<file path="config.mk">
export PLATFORM = sky130hd
export DESIGN_NAME = atpg_scan_seq
export DESIGN_NICKNAME = d
export VERILOG_FILES = /design/src/rtl/atpg_scan_seq.sv
export SDC_FILE = /design/constraint.sdc
export NUM_CORES = 1
export LEC_CHECK = 0
export CORE_MARGIN = 10
export CORE_UTILIZATION = 54
export CTS_CLUSTER_DIAMETER = 50
export CTS_CLUSTER_SIZE = 28
export DETAILED_ROUTE_END_ITERATION = 10
export GPL_TIMING_DRIVEN = 0
export PLACE_DENSITY = 0.86
export SLEW_MARGIN = 40
export SYNTH_ARGS = -nofsm -noshare
export SYNTH_HDL_FRONTEND = slang
export SYNTH_SLANG_ARGS = --single-unit
</file>
<file path="constraint.sdc">
create_clock -name clk -period 3.2 [get_ports clk]
set_clock_uncertainty 0.1 [all_clocks]
set_input_delay 0.64 -clock clk [delete_from_list [all_inputs] [get_ports clk]]
set_output_delay 0.64 -clock clk [all_outputs]
set_load 0.01 [all_outputs]
</file>
<file path="src/rtl/atpg_scan_seq.sv">
// atpg_scan_seq: scan sequencer driving shift/capture controls with overlapped unload/load
module atpg_scan_seq #(
    parameter int NCHAIN = 8,
    parameter int LEN_W  = 10,
    parameter int PAT_W  = 12
) (
    input  logic              clk,
    input  logic              rst,
    input  logic [LEN_W-1:0]  cfg_chain_len,
    input  logic [PAT_W-1:0]  cfg_num_pat,
    input  logic [1:0]        cfg_cap_cnt,
    input  logic              start,
    input  logic              abort,
    input  logic [NCHAIN-1:0] si_data,
    input  logic              si_valid,
    output logic              si_ready,
    input  logic [NCHAIN-1:0] so_chain,
    output logic [NCHAIN-1:0] so_data,
    output logic              so_valid,
    output logic              scan_en,
    output logic              scan_ce,
    output logic              cap_pulse,
    output logic              busy,
    output logic              done,
    output logic              aborted,
    output logic [PAT_W-1:0]  pat_cnt
);
    typedef enum logic [2:0] {IDLE, SHIFT, SE_FALL, CAPTURE, SE_RISE, UNLOAD, DONE} state_t;
    state_t state;
    logic [LEN_W-1:0] len, cnt;
    logic [PAT_W-1:0] num_pat;
    logic [1:0] cap_last, cap_idx;
    logic first;
    logic unused_si;
    assign unused_si = ^si_data;
    // shift strobes follow the handshake directly; the chain itself carries si_data
    always_comb begin
        si_ready = state == SHIFT;
        scan_ce  = si_ready ? si_valid : state == UNLOAD;
        so_valid = scan_ce & ~first;
        so_data  = so_valid ? so_chain : '0;
    end
    // sequencer FSM with registered scan_en/cap_pulse/busy/done/aborted/pat_cnt
    always_ff @(posedge clk) begin
        if (rst) begin
            state     <= IDLE;
            scan_en   <= 1'b0;
            cap_pulse <= 1'b0;
            busy      <= 1'b0;
            done      <= 1'b0;
            aborted   <= 1'b0;
            pat_cnt   <= '0;
            cnt       <= '0;
            cap_idx   <= '0;
            cap_last  <= '0;
            len       <= '0;
            num_pat   <= '0;
            first     <= 1'b0;
        end else if (abort && state != IDLE) begin
            state     <= IDLE;
            scan_en   <= 1'b0;
            cap_pulse <= 1'b0;
            busy      <= 1'b0;
            done      <= 1'b0;
            aborted   <= 1'b1;
        end else begin
            done    <= 1'b0;
            aborted <= 1'b0;
            case (state)
                IDLE: if (start && cfg_chain_len != '0 && cfg_num_pat != '0) begin
                    len      <= cfg_chain_len;
                    num_pat  <= cfg_num_pat;
                    cap_last <= cfg_cap_cnt == 2'd0 ? 2'd0 : cfg_cap_cnt - 2'd1;
                    pat_cnt  <= '0;
                    cnt      <= '0;
                    first    <= 1'b1;
                    scan_en  <= 1'b1;
                    busy     <= 1'b1;
                    state    <= SHIFT;
                end
                SHIFT: if (scan_ce) begin
                    if (cnt == len - 1'b1) begin
                        cnt     <= '0;
                        scan_en <= 1'b0;
                        state   <= SE_FALL;
                    end else begin
                        cnt <= cnt + 1'b1;
                    end
                end
                SE_FALL: begin
                    cap_idx   <= '0;
                    cap_pulse <= 1'b1;
                    state     <= CAPTURE;
                end
                CAPTURE: if (cap_idx == cap_last) begin
                    cap_pulse <= 1'b0;
                    scan_en   <= 1'b1;
                    first     <= 1'b0;
                    pat_cnt   <= pat_cnt == num_pat ? pat_cnt : pat_cnt + 1'b1;
                    state     <= SE_RISE;
                end else begin
                    cap_idx <= cap_idx + 1'b1;
                end
                SE_RISE: state <= pat_cnt == num_pat ? UNLOAD : SHIFT;
                UNLOAD: if (cnt == len - 1'b1) begin
                    cnt     <= '0;
                    scan_en <= 1'b0;
                    done    <= 1'b1;
                    state   <= DONE;
                end else begin
                    cnt <= cnt + 1'b1;
                end
                DONE: begin
                    busy  <= 1'b0;
                    state <= IDLE;
                end
                default: state <= IDLE;
            endcase
        end
    end
endmodule

</file>
# Yosys cells after proc, flatten, opt, wreduce, memory -nomap -nowiden
# Index checks and enable logic that the tools add are counted.
op_classes:
  eq_ne: 16
  addsub: 5
  reduce_logical: 24
  n_mux: 31
  n_bitwise: 4
op_table:
  columns: ["op", "count"]
  rows:
  - ["2-to-1 mux 12 bit", 3]
  - ["2-to-1 mux 10 bit", 3]
  - ["one-hot mux 10 bit (3 select lines)", 1]
  - ["one-hot mux 12 bit (2 select lines)", 1]
  - ["2-to-1 mux 3 bit", 6]
  - ["one-hot mux 3 bit (6 select lines)", 1]
  - ["adder 12 x 1 -> 12 bit (second input constant)", 1]
  - ["== test 12 bit", 1]
  - ["AND reduction 4 bit", 3]
  - ["nonzero test 12 bit", 1]
  - ["adder 10 x 1 -> 10 bit (second input constant)", 1]
  - ["== test 10 bit", 1]
  - ["AND reduction 5 bit", 2]
  - ["nonzero test 10 bit", 1]
  - ["subtractor 10 x 1 -> 10 bit (second input constant)", 1]
  - ["== test 3 bit (second input constant)", 3]
  - ["2-to-1 mux 1 bit", 8]
  - ["2-to-1 mux 8 bit", 1]
  - ["!= test 2 bit (second input constant)", 4]
  - ["== test 3 x 2 -> 1 bit (second input constant)", 2]
  - ["!= test 2 x 1 -> 1 bit (second input constant)", 3]
  - ["one-hot mux 1 bit (2 select lines)", 3]
  - ["AND reduction 3 bit", 2]
  - ["nonzero test 2 bit", 3]
  - ["other kinds (17)", 24]
word_totals:
  elab_cells: 93
  in_bits: 45
  regBits: 57
  out_inout_bits: 28

# Logic depth before layout (Yosys ltp)
logic_depth:
  word_depth: 5
  ltp_mapped: 9
  ltp_nobuf: 9

# Least setup slack after synthesis
# No wires, ideal clock.
synth_timing:
  kind: "register to output"
  start: "reg state[1]"
  end: "out so_data[0]"
  t_arrival_ns: 1.571
  setup_slack_ns: 0.889
  required_time_ns: 2.460
  stages_incl_launch_ff: 6
  n_path_buf: 1
  path_cell_list: "dfxtp_1 clkbuf_1 nand2b_1 or2_2 nor2_1 and2_1"
synth_between:
  elab_chain_cells: 4
synth_rtl:
  columns: ["item", "line_no", "text"]
  rows:
  - ["start: declaration", "29", "state_t state;"]
  - ["start signal: assignment", "104", "SE_RISE: state <= pat_cnt == num_pat ? UNLOAD : SHIFT;"]
  - ["== test 3 bit or == test 3 x 1 -> 1 bit (tied branches)", "39, 38", null]
  - ["2-to-1 mux 1 bit (*)", "39", "scan_ce = si_ready ? si_valid : state == UNLOAD;"]
  - ["AND 1 bit (*)", "40", "so_valid = scan_ce & ~first;"]
  - ["via so_valid", "19", "output logic so_valid,"]
  - ["2-to-1 mux 8 bit (*)", "41", "so_data = so_valid ? so_chain : '0;"]
  - ["end: declaration", "18", "output logic [NCHAIN-1:0] so_data,"]
# Mark *: on every way through the listed nets, which the timed path passes. The rest lies on a longest branch.

# Worst setup path in the final report
layout_timing:
  start: "in si_valid"
  end: "out so_data[5]"
layout_between:
  elab_chain_cells: 3
layout_rtl:
  columns: ["item", "line_no", "text"]
  rows:
  - ["start: declaration", "15", "input logic si_valid,"]
  - ["2-to-1 mux 1 bit", "39", null]
  - ["AND 1 bit", "40", null]
  - ["2-to-1 mux 8 bit", "41", null]
# Every way passes these cells.

==> flow_metrics.tcl <==
set metrics [dict create \
    synth-warning-count 0 \
    syn_avg_cell_area_um2 8.540 \
    layout_common_cells "nor2_1 (59), clkdlybuf4s50_1 (59), dfxtp_1 (57), mux2i_1 (24), nand2_1 (23)" \
    syn_inst 356 \
    multi_input_area_um2 1812 \
    diodes 0 \
    synth-seq-cells 57 \
    cts_max_level 3 \
    end_kind "output pin" \
    drc 0 \
    post-place-ws_ns -0.1751 \
    nFillCells 419 \
    fin_tns_setup_ns 0 \
    powerDensity_nw_per_um2 445.9 \
    crit_fanout 5 \
    cts-buffers-inserted 9 \
    critPathKind "in -> out" \
    routed_wl_mm 8.180 \
    synth_cell_types 57 \
    synth-edff-count 0 \
    fmax_ghz 0.3161 \
    clkLatencyLatePin_ns 0.35 \
    critPathMaxStageDelay_ns 0.55 \
    top_layer "met4" \
    setup_slack_ns 0.03658 \
    area_growth_pct 31.77 \
    cts_tree "yes" \
    crit_top_cell "clkdlybuf4s50_1" \
    relSlewSlack_pct 62.74 \
    grt-ovfl-total 0 \
    drv_cap 0 \
    cp.arrival_ns 2.42 \
    seq_area_um2 1141 \
    die_w_um 95.04 \
    rows 27 \
    portBuffers 63 \
    cts.clk_slew.worst_paths_ns 0.07 \
    syn_area_um2 3040 \
    async_flop_share_pct 0 \
    grt_pass1_wl_mm 13.09 \
    crit_path_start_kind "input pin" \
    crit_chain "clkdlybuf4s50_1 -> nor2_1 -> or2_4 -> nor2_2 -> and2_1 -> clkdlybuf4s50_1" \
    die_area_um2 9032 \
    status "complete, no violations" \
    root_buffer "clkbuf_8" \
    dr_wl_met2_mm 4.078 \
    gp_congestion 0.8863 \
    drive_gt1_share_pct 9.195 \
    wl_per_cell_um 16.13 \
    grt_max_degree 11 \
    synthFlopType "dfxtp_1" \
    min_path_type "reg -> reg" \
    die_h_um 95.04 \
    vias 2841 \
    place_hpwl_mm 6.132 \
    cts_setup_buffers 0 \
    first_pass_iters 4 \
    viasPerCell 5.604 \
    nNetsFinal 478 \
    hold_violations 0 \
    cts_buffer_depth 2 \
    yosysSeqAreaShare_pct 37.53 \
    initial_core_util_pct 55.56 \
    setup_viol 0 \
    hold_buffers 0 \
    wl_met1_mm 3.436 \
    postRouteAntennaNets 0 \
    synth_nets 404 \
    routed-wl-met3_um 501 \
    coreArea_um2 5473 \
    grt.total_usage_pct 18.24 \
    worst_pin_slew_ns 0.5530 \
    clock_sinks 57 \
    grt_antenna_before_repair 0 \
    drtIter0Drc 176 \
    cp_slowest_cell "clkdlybuf4s50_1" \
    drv_slew 0 \
    fin_crit_sh_pct 98.86 \
    period_minus_slack_ns 3.163 \
    ir_drop_mv 0.3591 \
    power.leakage_nw 1.625 \
    grt_pass1_vias 2736 \
    power.total_w 0.001787 \
    critPathRequiredTime_ns 2.46 \
    io_pins 73 \
]
area by class of cell:
| type | count | area share (%) |
|---|---|---|
| Clock inverter | 5 | 1.968 |
| Tap cell | 72 | 2.249 |
| Multi-Input combinational cell | 275 | 45.22 |
| Buffer | 15 | 1.718 |
| Timing Repair Buffer | 63 | 15.99 |
| Inverter | 9 | 0.8432 |
| Sequential cell | 57 | 28.48 |
| Clock buffer | 11 | 3.529 |
per-stage QoR:
step	instances	area [µm²]	hold slack [ns]	utilization, %
after floorplan	356	3040	0.3367	-
after global placement	491	3761	0.3443	68.72
after detailed placement	491	3761	0.3725	68.72
after CTS	507	3989	0.3854	72.89
after global routing	507	4006	0.4441	73.21
final	507	4006	0.3818	73.21
final timing paths:
kind | startpoint | to | slack (ns) | depth (start not counted)
max reg2reg | len[0] | cnt[2] | 0.69 | 9
min reg2reg | cap_idx[1] | cap_idx[1] | 0.38 | 2
max | si_valid | so_data[5] | 0.04 | 6
min | cap_idx[1] | cap_idx[1] | 0.38 | 2
power breakdown:
part | leakage (nW) | total, W | internal [W] | switching (W)
Clock | 0.113 | 0.000761 | 0.000458 | 0.000303
Combinational | 1.05 | 0.000266 | 0.000133 | 0.000133
Sequential | 0.464 | 0.000760 | 0.000735 | 0.0000254
cell usage after synthesis, drive strengths merged, types with 2 or more instances:
cell    instances  area [µm²]
nor4b           2       32.53
ha              3       37.54
nor4            6       37.54
a21oi          15       78.83
and3            3       18.77
o21ai          12       71.32
nand3          13       70.07
xnor2          20       182.7
inv             9       33.78
nor2           61       231.5
clkbuf         11       42.54
nand2b          4       25.02
buf             5       30.02
nand4           9       71.32
dfxtp          57        1141
xor2           18       157.7
o211ai          2       15.01
nand2          25       98.84
and2           10       62.56
nor3b           2       15.01
a31oi           5       31.28
a211oi          3       27.52
or3            10       67.56
nor3            7       40.04
a41oi           2       17.52
mux2i          24       240.2
nor2b           2       20.02
and4            2       17.52
registers in the layout, summed over array words and instances, names as in the netlist:
signal     cells
cap_idx        2
cap_pulse      1
aborted        1
busy           1
len           10
num_pat       12
pat_cnt       12
scan_en        1
cap_last       2
cnt           10
state          3
done           1
first          1
worst max-delay path: cells and delay by family:
kind,cells,cell delay (ns)
simple gates,4,0.72
buf+inv,2,1.06
metal layers:
metal  GRT usage (%)  up-vias
met5               0        -
met1           20.56     1334
met2           31.18       93
met3           6.991       18
met4           5.736        0
li1                -     1396
kinds of logic (layout without fill, tap and decap cells):
group,count (synthesis),in the layout,synth area share [%]
fa+ha+maj,3,3,1.235
simple gates,160,161,27.61
flops,57,57,37.53
compound gates,48,48,10.66
buf+inv,25,103,3.498
xor+xnor,38,38,11.19
mux,25,25,8.272
repair_timing:
item                       CTS  global route
pin swaps                    0             1
gates cloned                 0             1
setup endpoints to repair    9             8
resized for setup            2             6
Note: power is estimated with default switching activity, not from simulation.
